File: src/rtl/pc_ras_unit.sv
// Fetch PC register with next-PC select (trap > redirect > RAS pop > sequential) and a circular return-address stack.
// One-cycle latency to o_pc; i_wr_en=0 stalls PC and RAS, i_clk_en=0 freezes everything except reset.
module pc_ras_unit #(
  parameter int              XLEN         = 32,
  parameter logic [XLEN-1:0] RESET_VECTOR = '0,
  parameter int              INSTR_BYTES  = 4,
  parameter int              RAS_DEPTH    = 4
) (
  input  logic            i_clk,
  input  logic            i_rst,
  input  logic            i_clk_en,
  input  logic            i_wr_en,
  input  logic            i_trap,
  input  logic [XLEN-1:0] i_trap_vec,
  input  logic            i_redirect,
  input  logic [XLEN-1:0] i_redirect_pc,
  input  logic            i_push,
  input  logic [XLEN-1:0] i_push_addr,
  input  logic            i_pop,
  output logic [XLEN-1:0] o_pc,
  output logic [XLEN-1:0] o_pc_plus,
  output logic [XLEN-1:0] o_ras_top,
  output logic            o_ras_empty,
  output logic            o_ras_full,
  output logic            o_misaligned
);

  localparam int PW = $clog2(RAS_DEPTH);
  localparam int CW = $clog2(RAS_DEPTH + 1);
  localparam logic [XLEN-1:0] ALIGN_MASK = XLEN'(INSTR_BYTES - 1);
  localparam logic [CW-1:0]   COUNT_MAX  = CW'(RAS_DEPTH);

  logic [XLEN-1:0] pc;
  logic [XLEN-1:0] ras [RAS_DEPTH];
  logic [PW-1:0]   ptr;
  logic [PW-1:0]   ptr_inc;
  logic [PW-1:0]   ptr_dec;
  logic [CW-1:0]   count;
  logic            ras_empty;

  assign ptr_inc   = ptr + PW'(1);
  assign ptr_dec   = ptr - PW'(1);
  assign ras_empty = (count == '0);

  always_ff @(posedge i_clk) begin
    if (i_rst) begin
      pc    <= RESET_VECTOR;
      ptr   <= '0;
      count <= '0;
      for (int i = 0; i < RAS_DEPTH; i++) begin
        ras[i] <= '0;
      end
    end else if (i_clk_en) begin
      if (i_trap) begin
        // Stale entries are left in place; count=0 hides them.
        pc    <= i_trap_vec;
        ptr   <= '0;
        count <= '0;
      end else if (i_redirect) begin
        pc <= i_redirect_pc;
      end else if (i_wr_en) begin
        if (i_pop && !ras_empty) begin
          pc <= ras[ptr];
          if (i_push) begin
            ras[ptr] <= i_push_addr;
          end else begin
            ptr   <= ptr_dec;
            count <= count - CW'(1);
          end
        end else begin
          pc <= o_pc_plus;
          if (i_push) begin
            // When full the pointer wraps onto the oldest entry and replaces it.
            ptr          <= ptr_inc;
            ras[ptr_inc] <= i_push_addr;
            if (count != COUNT_MAX) begin
              count <= count + CW'(1);
            end
          end
        end
      end
    end
  end

  assign o_pc         = pc;
  assign o_pc_plus    = pc + XLEN'(INSTR_BYTES);
  assign o_ras_top    = ras_empty ? '0 : ras[ptr];
  assign o_ras_empty  = ras_empty;
  assign o_ras_full   = (count == COUNT_MAX);
  assign o_misaligned = ((pc & ALIGN_MASK) != '0);

endmodule

File: config.mk
export PLATFORM = sky130hd
export DESIGN_NAME = pc_ras_unit
export DESIGN_NICKNAME = d
export VERILOG_FILES = /design/src/rtl/pc_ras_unit.sv
export SDC_FILE = /design/constraint.sdc
export NUM_CORES = 1
export LEC_CHECK = 0
export CAP_MARGIN = 10
export CORE_MARGIN = 5
export CORE_UTILIZATION = 45
export CTS_CLUSTER_DIAMETER = 80
export CTS_CLUSTER_SIZE = 30
export DETAILED_ROUTE_END_ITERATION = 8
export PLACE_DENSITY = 0.73
export SYNTH_ARGS = -nofsm -noshare
export SYNTH_HDL_FRONTEND = slang
export SYNTH_SLANG_ARGS = --single-unit
File: constraint.sdc
create_clock -name i_clk -period 9.07 [get_ports i_clk]
set_input_delay 1.814 -clock i_clk [delete_from_list [all_inputs] [get_ports i_clk]]
set_output_delay 1.814 -clock i_clk [all_outputs]
set_load 0.01 [all_outputs]
==> Yosys cells after proc, flatten, opt, wreduce, memory -nomap -nowiden <==
Memories as Yosys holds them, arrays and structs flattened. A register that Yosys moved wholly into a read port is not among the register bits.
Index checks and enable logic that the tools add are counted.
{ "classes": {"eq_ne": 4, "muxes": 43, "add_sub_neg": 5, "reduce_logical": 13} }
{ "ops": {"columns": ["op", "n"], "rows": [
  ["$mux 32", 7],
  ["$reduce_or 32->1", 2],
  ["$add 32x3->32 const B", 1],
  ["$reduce_bool 32->1", 1],
  ["$mux 3", 7],
  ["$mux 2", 10],
  ["$mux 1", 19],
  ["$reduce_bool 3->1", 3],
  ["$ne 3x3->1 const B", 2],
  ["$reduce_and 6->1", 1],
  ["$reduce_and 5->1", 1],
  ["$add 3x1->3 const B", 1],
  ["$eq 3x3->1 const B", 1],
  ["$logic_not 3->1", 1],
  ["$sub 3x1->3 const B", 1],
  ["$add 2x1->2 const B", 1],
  ["$ne 2x2->1 const B", 1],
  ["$reduce_and 2->1", 1],
  ["$reduce_bool 2->1", 1],
  ["$sub 2x1->2 const B", 1],
  ["$logic_and 1x1->1", 1],
  ["$logic_not 1->1", 1]
]} }
{ "totals": {"output_inout_bits": 99, "ff_bits": 37, "wordCells": 69, "mem_count": 1, "inputBits": 104, "mem_bits_rw": 128} }
{ "memory_table": {"columns": ["memory", "words", "width", "rd", "rd_ports_with_merged_regs", "write_ports", "line", "rtl"], "rows": [
  ["ras", 4, 32, 1, 1, 4, "34", "logic [XLEN-1:0] ras [RAS_DEPTH];"]
]} }

==> Depth between registers and ports, before layout <==
Gate-level depths: netlist of the first run.
{ "depth": {"depth_word": 13, "depth_mapped": 10, "depth_no_buf": 8} }

==> Worst setup path before layout of the first run <==
OpenSTA, ideal clock, no wires.
{ "synth_path": {"path_kind": "input -> register", "start": "input port i_trap", "end": "memory ras[1][0] (enable)", "setup_slack_ns": 3.575, "setup_ns": 0.466, "stages": 5, "t_arrival_ns": 5.030, "n_path_buf": 1, "required_time_ns": 8.604, "cell_sequence": "buf_2 or2_2 nor3_1 nand2_1 o21ai_0"} }
{ "synth_rtl": {"columns": ["element", "line", "rtl"], "rows": [
  ["from (decl)", "13", "input logic i_trap,"],
  ["to (decl)", "34", null]
]} }

==> Final worst setup path of the first run <==
{ "layout_path": {"start": "register pc[10], in the netlist o_pc[10]", "end": "output port o_pc_plus[23]"} }
{ "layout_via": {"elab_chain_cells": 1} }
{ "layout_rtl": {"columns": ["element", "line", "rtl"], "rows": [
  ["from (decl)", "33", "logic [XLEN-1:0] pc;"],
  ["from (signal assigned)", "56", "pc <= i_trap_vec;"],
  ["from (signal assigned)", "60", "pc <= i_redirect_pc;"],
  ["from (signal assigned)", "63", "pc <= ras[ptr];"],
  ["$add 32x3->32", "86", "assign o_pc_plus = pc + XLEN'(INSTR_BYTES);"],
  ["to (decl)", "21", "output logic [XLEN-1:0] o_pc_plus,"]
]} }
Every way passes these cells.

==> results of run 1 <==
## power groups by stage
stage	clock network (mW)	registers [mW]	logic, mW
6_report	0.729	0.891	0.288
2_1_floorplan	0	0.896	0.132
5_1_grt	0.773	0.895	0.307
3_5_place_dp	0	0.907	0.288
3_3_place_gp	0	0.905	0.286
4_1_cts	0.732	0.890	0.289
## per-stage QoR
| stage | worst slack [ns] | utilization (%) | power [mW] |
|---|---|---|---|
| 2_1_floorplan | 3.57 | - | 1.03 |
| 3_3_place_gp | 4.34 | 57.3 | 1.19 |
| 3_5_place_dp | 4.28 | 57.3 | 1.19 |
| 4_1_cts | 4.10 | 60.4 | 1.91 |
| 5_1_grt | 3.89 | 60.4 | 1.97 |
| 6_report | 4.08 | 60.4 | 1.91 |
## critical path, cell delays in order, from the launching register on
cell and delay (ns):
dfxtp_1 0.56, and4_1 0.35, nand4_1 0.44, nor4_1 0.64, xnor2_1 0.18, clkdlybuf4s50_1 0.58
## sequential cells by signal (all words and copies together), names as in the netlist, named ones only
signal  flops
count       3
o_pc       32
ptr         2
ras       128
## cell type report
type / instances / area share (%)
tap: 265 / 2.81
sequential: 167 / 39.2
clock buffer: 17 / 3.61
inverter: 13 / 0.414
multi-input combinational: 534 / 34.4
timing repair buffer: 217 / 18.1
clock inverter: 15 / 1.42
## worst min-delay path by stage
stage                    end  cells past startpoint  slack (ns)
floorplan           o_pc[24]                      2        0.53
global placement    o_pc[24]                      2        0.51
detailed placement  o_pc[24]                      2        0.52
CTS                 o_pc[24]                      2        0.53
global route        o_pc[24]                      2        0.55
finish              o_pc[24]                      2        0.54
## placed cells by master (no fill, tap or decap), types with 4 or more instances in the layout
cell             count
a221o_1             13
a311oi_1             5
mux2i_1              4
clkdlybuf4s50_1    201
or3_1                4
nand4_1             16
a21boi_0             4
a21o_1               6
o21ai_0             13
nor4_1               9
nand2_1             23
and3_1               4
xnor2_1             22
nor3_1               7
buf_4               15
edfxtp_1           128
o211ai_1             7
a221oi_1            17
a21oi_1             27
xor2_1               8
or4_1                7
clkbuf_16           17
clkinvlp_4           4
a211oi_1            11
and2_1             129
or2_2                8
a31oi_1              5
inv_1               13
nor2b_1             34
nor2_1              38
mux4_2              32
dfxtp_1             38
nand3_1             22
## synth_stat cells (all sizes together), types with 4 or more instances
| master | number |
|---|---|
| nand4 | 18 |
| a311oi | 5 |
| a211oi | 11 |
| and2 | 129 |
| mux2i | 4 |
| or3 | 4 |
| o211ai | 7 |
| mux4 | 32 |
| inv | 13 |
| a21oi | 28 |
| or4 | 7 |
| and4 | 4 |
| a31oi | 5 |
| nor3 | 10 |
| nand3 | 23 |
| a221o | 13 |
| a221oi | 17 |
| nor2b | 35 |
| edfxtp | 128 |
| a21boi | 4 |
| nor4 | 11 |
| o21ai | 14 |
| dfxtp | 39 |
| and3 | 4 |
| a21o | 7 |
| nor2 | 38 |
| or2 | 8 |
| clkbuf | 54 |
| o31ai | 5 |
| xnor2 | 22 |
| xor2 | 8 |
| buf | 14 |
| nand2 | 24 |
## cells by family (layout without fill, tap and decap cells)
| family | count (synthesis) | in the layout |
|---|---|---|
| buf+inv | 81 | 262 |
| flops | 167 | 167 |
| xor+xnor | 30 | 30 |
| compound gates | 144 | 144 |
| mux | 36 | 36 |
| simple gates | 322 | 322 |
| fa+ha+maj | 2 | 2 |
## metal layers
metal / part of all wire [%] / GRT usage [%]
met4: 1.7 / 7.25
met2: 49 / 38.4
met1: 40 / 29.8
met5: 0 / 0
met3: 9.7 / 5.06
==> results.json, run 1 <==
{
  "status": "completed",
  "hp-class": "reg2reg",
  "final_cells": 1228,
  "synth_edf_count": 128,
  "die_y_um": 151,
  "vias": 7036,
  "holdWs_ns": 0.540,
  "r2r_cells": 6,
  "cp_data_arrival_time_ns": 3.18,
  "hp-start": "o_pc[24]",
  "finalSetupViolations": 0,
  "regArea_mm2": 0.00463,
  "rsz0062_at_grt": "no",
  "netSwitchingPower_mw": 0.489,
  "post-synth-top-area-cell": "edfxtp_1",
  "placed_cells": 1196,
  "ys_ff_latch": 167,
  "nFillCells": 1586,
  "ant_nets": 0,
  "row_count": 51,
  "synth_ff_type": "edfxtp_1",
  "path_class": "reg2out",
  "synth_compound_area_share_pct": 11.9,
  "end_kind": "primary output",
  "yosysTopAreaCellShare_pct": 42.8,
  "coreArea_mm2": 0.0195,
  "crit_path_start": "o_pc[10]",
  "cts_tree": "done",
  "grt_pass1_wl_um": 39700,
  "p_int_mw": 1.42,
  "grt_pass1_vias": 6910,
  "viasPerCell": 5.73,
  "synth-adder-area-share_pct": 0.279,
  "postLayoutCellArea_mm2": 0.0118,
  "yosys_warnings": 0,
  "drtIter0Drc": 553,
  "post_cts_resized": 0,
  "fin_crit_ns": 4.99,
  "num_io_pins": 203,
  "cts_made_buffers": 17,
  "clk_pin_slew_worst_paths_ns": 0.07,
  "drive_above_1_share_pct": 11.3,
  "synth_cell_types": 65,
  "p_clk_share_pct": 38.2,
  "reg2reg_slack_ns": 6.23,
  "synthSimpleGateAreaFrac_pct": 21.3,
  "drc": 0,
  "synth_top_family_by_area": "simple AND/OR/NAND/NOR gates",
  "finClkSkew_ns": 0.0103,
  "pwr_density_cell_mw_per_mm2": 162,
  "postSynth.asyncResetShare_pct": 0,
  "worstMarginPinSlew_ns": 1.19,
  "multi_input_area_mm2": 0.00406,
  "comb_power_share_pct": 15.1,
  "die-area_mm2": 0.0229,
  "portBuffers": 202,
  "antenna_found_initial": 0,
  "synthTopCellsByArea": "edfxtp_1, and2_1, dfxtp_1",
  "synth_fp_nets": 888,
  "first_pass_iters": 6,
  "root_buffer": "clkbuf_16",
  "cp-endpoint": "o_pc_plus[23]",
  "diodes": 0,
  "syn_area_mm2": 0.00898,
  "start_util_pct": 46.0,
  "detailed_place_hpwl_um": 19200,
  "period_share_pct": 55.0,
  "p_sw_share_pct": 25.7,
  "rr_endpoint": "ras[0][9]",
  "clock_latency_ns": 0.43,
  "cts.hold.buffers_added": 0,
  "fmax_mhz": 200,
  "dieWidth_um": 151,
  "track_usage_pct": 23.0,
  "nNetsFinal": 1056,
  "cp_max_fo": 12,
  "slew_headroom_pct": 20.4,
  "syn_area_per_cell_um2": 11.5,
  "routedWlPerCell_um": 21.9,
  "cellLeakagePower_nw": 4.09,
  "place_area_mm2": 0.0112,
  "grt_overflow": 0,
  "cap_violations": 0,
  "r2r_start": "count[0]",
  "postCtsSetupRepairBufs": 0,
  "grt_start_max_net_pins": 48,
  "critPathRequiredTime_ns": 7.26,
  "htree_levels": 4,
  "synthMuxAreaShare_pct": 8.47,
  "setup_tns_ns": 0,
  "gp_congestion": 0.906,
  "synth-seq-area-share_pct": 51.5,
  "clock_sink_count": 167,
  "power_frac_seq_pct": 46.7,
  "synthesis.instances": 782,
  "finalHoldViolations": 0,
  "synthXorXnorAreaFrac_pct": 2.93,
  "routed_wl_um": 26800,
  "irDropWorstVdd_uv": 130,
  "slew_viol_final": 0,
  "cp-start-kind": "flop",
  "syn2layout_area_growth_pct": 31.3,
  "clockBufferDepth": 2
}
Power figures use the tool's default switching activity.
==> run 2, diff against run 1 <==
Clock period 9.07 ns to 4.8 ns, I/O delays scaled along.
==> results.json, run 2 (synthesis results as in run 1) <==
{
  "detailed_place_hpwl_um": 19800,
  "clock_latency_ns": 0.43,
  "period_share_pct": 85.5,
  "dieWidth_um": 151,
  "rsz0062_at_grt": "no",
  "syn2layout_area_growth_pct": 31.9,
  "drive_above_1_share_pct": 11.6,
  "p_int_mw": 2.70,
  "crit_path_max_incr_delay_ns": 0.61,
  "setup_slack_ns": 0.698,
  "cts_made_buffers": 17,
  "grt_pass1_vias": 7051,
  "crit_family": "simple AND/OR/NAND/NOR gates",
  "postLayoutCellArea_mm2": 0.0118,
  "num_io_pins": 203,
  "cts_tree": "done",
  "grt_pass1_wl_um": 41300,
  "row_count": 51,
  "gp_congestion": 0.905,
  "nFillCells": 1624,
  "place_area_mm2": 0.0113,
  "grt_overflow": 0,
  "whs_path_depth": 2,
  "finalSetupViolations": 0,
  "status": "completed",
  "r2r_cells": 5,
  "post_cts_resized": 0,
  "start_util_pct": 46.0,
  "crit_slowest_cell": "nor4_1",
  "htree_levels": 4,
  "finalHoldViolations": 0,
  "fin_crit_ns": 4.10,
  "root_buffer": "clkbuf_16",
  "largest_reg_flops": 128,
  "top_register": "ras",
  "p_clk_share_pct": 37.6,
  "top_layer": "met4",
  "portBuffers": 202,
  "slew_headroom_pct": 33.4,
  "routed_wl_um": 27700,
  "diodes": 0,
  "ant_nets": 0,
  "cp-start-kind": "flop",
  "comb_power_share_pct": 15.4,
  "vias": 7215,
  "dp_slack_ns": 1.22,
  "routedWlPerCell_um": 22.4,
  "setup_tns_ns": 0,
  "cp_num_buf_inv": 1,
  "mostFrequentLayoutCell": "clkdlybuf4s50_1",
  "final_cell_mix": "clkdlybuf4s50_1, and2_1, edfxtp_1, nor2_1, dfxtp_1",
  "netSwitchingPower_mw": 0.884,
  "cp_max_fo": 12,
  "finClkSkew_ns": 0.00962,
  "irDropWorstVdd_uv": 232,
  "clock_sink_count": 167,
  "drt-met1-wl_um": 10900,
  "clockBufferDepth": 2,
  "grt_start_max_net_pins": 36,
  "viasPerCell": 5.84,
  "antenna_found_initial": 0,
  "clk_pin_slew_worst_paths_ns": 0.06,
  "totalPowerFinal_mw": 3.58,
  "drc": 0,
  "pwr_density_cell_mw_per_mm2": 303,
  "track_usage_pct": 24.0,
  "p_sw_share_pct": 24.7,
  "wl_met3_um": 2790,
  "coreArea_mm2": 0.0195,
  "power_frac_seq_pct": 47.0,
  "cts.hold.buffers_added": 0,
  "slew_viol_final": 0,
  "end_kind": "primary output",
  "worstMarginPinSlew_ns": 0.999,
  "wl_met2_um": 13400,
  "nNetsFinal": 1063,
  "postCtsSetupRepairBufs": 0,
  "hp-class": "reg2reg",
  "path_class": "reg2out",
  "crit_cells": 5,
  "first_pass_iters": 5,
  "cp_data_arrival_time_ns": 3.14,
  "cap_violations": 0,
  "cellLeakagePower_nw": 4.15,
  "die-area_mm2": 0.0229,
  "die_y_um": 151,
  "fmax_mhz": 244,
  "critPathRequiredTime_ns": 3.84,
  "crit_path_cell_trace": "and4_1 -> nand4_1 -> nor4_1 -> xnor2_1 -> clkdlybuf4s50_1",
  "drtIter0Drc": 584
}
==> run 2: area by class of cell <==
| cell class | count | area [um^2] | area share (%) |
|---|---|---|---|
| well taps | 265 | 332 | 2.80 |
| flip-flops and latches | 167 | 4630 | 39.1 |
| clock buffers | 28 | 554 | 4.68 |
| inverters | 13 | 48.8 | 0.412 |
| clock inverters | 4 | 28.8 | 0.243 |
| multi-input cells | 534 | 4060 | 34.3 |
| repair buffers | 224 | 2190 | 18.5 |
==> run 2: power groups by stage <==
stage,registers (mW),logic [mW],clock network [mW]
after floorplan,1.69,0.250,0
after global placement,1.71,0.546,0
after detailed placement,1.71,0.549,0
after CTS,1.68,0.551,1.36
after global routing,1.69,0.587,1.41
final,1.68,0.551,1.35
==> run 2: final timing paths <==
path,startpoint,end,slack (ns)
setup / recovery,o_pc[10],o_pc_plus[23],0.70
hold / removal,o_pc[24],o_pc[24],0.53
setup reg to reg,o_pc[10],o_pc[22],2.20
hold reg to reg,o_pc[24],o_pc[24],0.53
==> run 2: worst register-to-register path, delay by kind of cell (launching register included) <==
| family | cells | cell delay, ns |
|---|---|---|
| AND/OR/NAND/NOR | 4 | 1.69 |
| flip-flops | 1 | 0.56 |
| AO/OA/AOI/OAI | 1 | 0.27 |
==> run 2: through the flow <==
step / cells / util (%) / hold slack [ns]
2_1_floorplan: 782 / - / 0.526
3_3_place_gp: 1203 / 57.7 / 0.502
3_5_place_dp: 1203 / 57.7 / 0.517
4_1_cts: 1235 / 60.6 / 0.527
5_1_grt: 1235 / 60.6 / 0.554
6_report: 1235 / 60.6 / 0.530
==> run 2: metal layers <==
metal	global-route usage (%)	vias up
met3	5.80	46
met1	31.1	3489
met2	40.1	393
li1	-	3287
met5	0	-
met4	6.84	0
==> run 3, diff against run 2 <==
Settings changed: CORE_UTILIZATION 45 to 40, PLACE_DENSITY 0.73 to 0.66.
==> results.json, run 3 (synthesis results as in run 1) <==
{
  "die-area_mm2": 0.0255,
  "dp_slack_ns": 0.939,
  "status": "completed",
  "vias": 7094,
  "rsz0062_at_grt": "no",
  "postLayoutCellArea_mm2": 0.0119,
  "grt_pass1_vias": 7027,
  "top_register": "ras",
  "clk_pin_slew_worst_paths_ns": 0.07,
  "critPathRequiredTime_ns": 3.84,
  "crit_path_max_incr_delay_ns": 0.67,
  "cp-start-kind": "flop",
  "worstMarginPinSlew_ns": 0.897,
  "final_cell_mix": "clkdlybuf4s50_1, and2_1, edfxtp_1, nor2_1, dfxtp_1",
  "dieWidth_um": 160,
  "crit_path_cell_trace": "and4_1 -> nand4_1 -> nor4_1 -> xnor2_1 -> clkdlybuf4s50_1",
  "cts_tree": "done",
  "clock_latency_ns": 0.43,
  "end_kind": "primary output",
  "slew_headroom_pct": 40.2,
  "htree_levels": 4,
  "coreArea_mm2": 0.0220,
  "setup_slack_ns": 0.596,
  "die_y_um": 160,
  "irDropWorstVdd_uv": 292,
  "viasPerCell": 5.66,
  "fin_crit_ns": 4.20,
  "mostFrequentLayoutCell": "clkdlybuf4s50_1",
  "place_area_mm2": 0.0113,
  "slew_viol_final": 0,
  "totalPowerFinal_mw": 3.60,
  "post_cts_resized": 0,
  "hp-class": "reg2reg",
  "cp_data_arrival_time_ns": 3.24,
  "postCtsSetupRepairBufs": 0,
  "cellLeakagePower_nw": 4.13,
  "finClkSkew_ns": 0.00957,
  "row_count": 54,
  "routed_wl_um": 28200,
  "syn2layout_area_growth_pct": 32.1,
  "detailed_place_hpwl_um": 20100,
  "crit_slowest_cell": "nor4_1",
  "cts_made_buffers": 17,
  "routedWlPerCell_um": 22.5,
  "pwr_density_cell_mw_per_mm2": 303,
  "final_core_util_pct": 54.0,
  "period_share_pct": 87.6,
  "portBuffers": 202,
  "num_io_pins": 203,
  "cts.hold.buffers_added": 0,
  "clockBufferDepth": 2,
  "track_usage_pct": 21.7,
  "grt_start_max_net_pins": 47,
  "grt_pass1_wl_um": 43000,
  "root_buffer": "clkbuf_16",
  "gp_congestion": 0.879,
  "clock_sink_count": 167,
  "largest_reg_flops": 128,
  "grt_overflow": 0,
  "cap_violations": 0,
  "drtIter0Drc": 509,
  "setup_tns_ns": 0,
  "fmax_mhz": 238,
  "cp_max_fo": 12,
  "drc": 0,
  "path_class": "reg2out",
  "first_pass_iters": 5,
  "ant_nets": 0,
  "crit_family": "simple AND/OR/NAND/NOR gates",
  "antenna_found_initial": 1,
  "finalSetupViolations": 0,
  "drive_above_1_share_pct": 11.7,
  "cp_num_buf_inv": 1,
  "start_util_pct": 40.9,
  "finalHoldViolations": 0,
  "reg2reg_slack_ns": 2.13,
  "nNetsFinal": 1065
}
## run 3: cell types whose count changed in the layout (fill, tap and decap cells not counted), moves of 2 or more
| cell | before | now |
|---|---|---|
| bufinv_16 | 0 | 2 |
| clkbuf_16 | 20 | 17 |
| inv_8 | 0 | 2 |
| clkinv_1 | 0 | 3 |
| buf_4 | 21 | 24 |
| clkinv_4 | 0 | 2 |
| clkinvlp_4 | 0 | 3 |
| clkbuf_8 | 2 | 0 |
| clkbuf_2 | 3 | 0 |
| clkbuf_1 | 3 | 0 |
## run 3: final cells by class
| class | count | area, um^2 |
|---|---|---|
| fill | 1919 | 10100 |
| sequential | 167 | 4630 |
| multi-input combinational | 534 | 4060 |
| timing repair buffer | 226 | 2200 |
| clock buffer | 17 | 425 |
| tap | 280 | 350 |
| clock inverter | 15 | 153 |
| inverter | 13 | 48.8 |
| antenna | 1 | 2.50 |
## run 3: worst min-delay path: cells and delay by family (launching register included)
family	cells	cell delay [ns]
buffers and inverters	1	0.08
flip-flops	1	0.33
AO/OA/AOI/OAI	1	0.07
## run 3: report_power, final
group | internal (mW) | total, mW | switching [mW]
Combinational | 0.287 | 0.554 | 0.267
Sequential | 1.62 | 1.68 | 0.0639
Clock | 0.768 | 1.36 | 0.592
Total | 2.67 | 3.60 | 0.923
## run 3: routing by layer
metal | wire [um] | GRT usage (%) | vias up
met1 | 12200 | 29.4 | 3463
li1 | - | - | 3291
met5 | 13 | 0 | -
met4 | 447 | 5.48 | 2
met2 | 13400 | 35.3 | 312
met3 | 2080 | 5.28 | 26
## run 3: metrics by stage
stage,instances,hold slack (ns)
floorplan,782,0.526
global placement,1220,0.504
detailed placement,1220,0.513
CTS,1252,0.525
global route,1252,0.579
finish,1253,0.520
## run 3: path summary, 6_finish.rpt
kind                               start             to  depth (start not counted)
worst max-delay path            o_pc[10]  o_pc_plus[23]                          5
worst min-delay path            o_pc[24]       o_pc[24]                          2
worst max register to register   o_pc[2]       o_pc[16]                          6
worst min register to register  o_pc[24]       o_pc[24]                          2
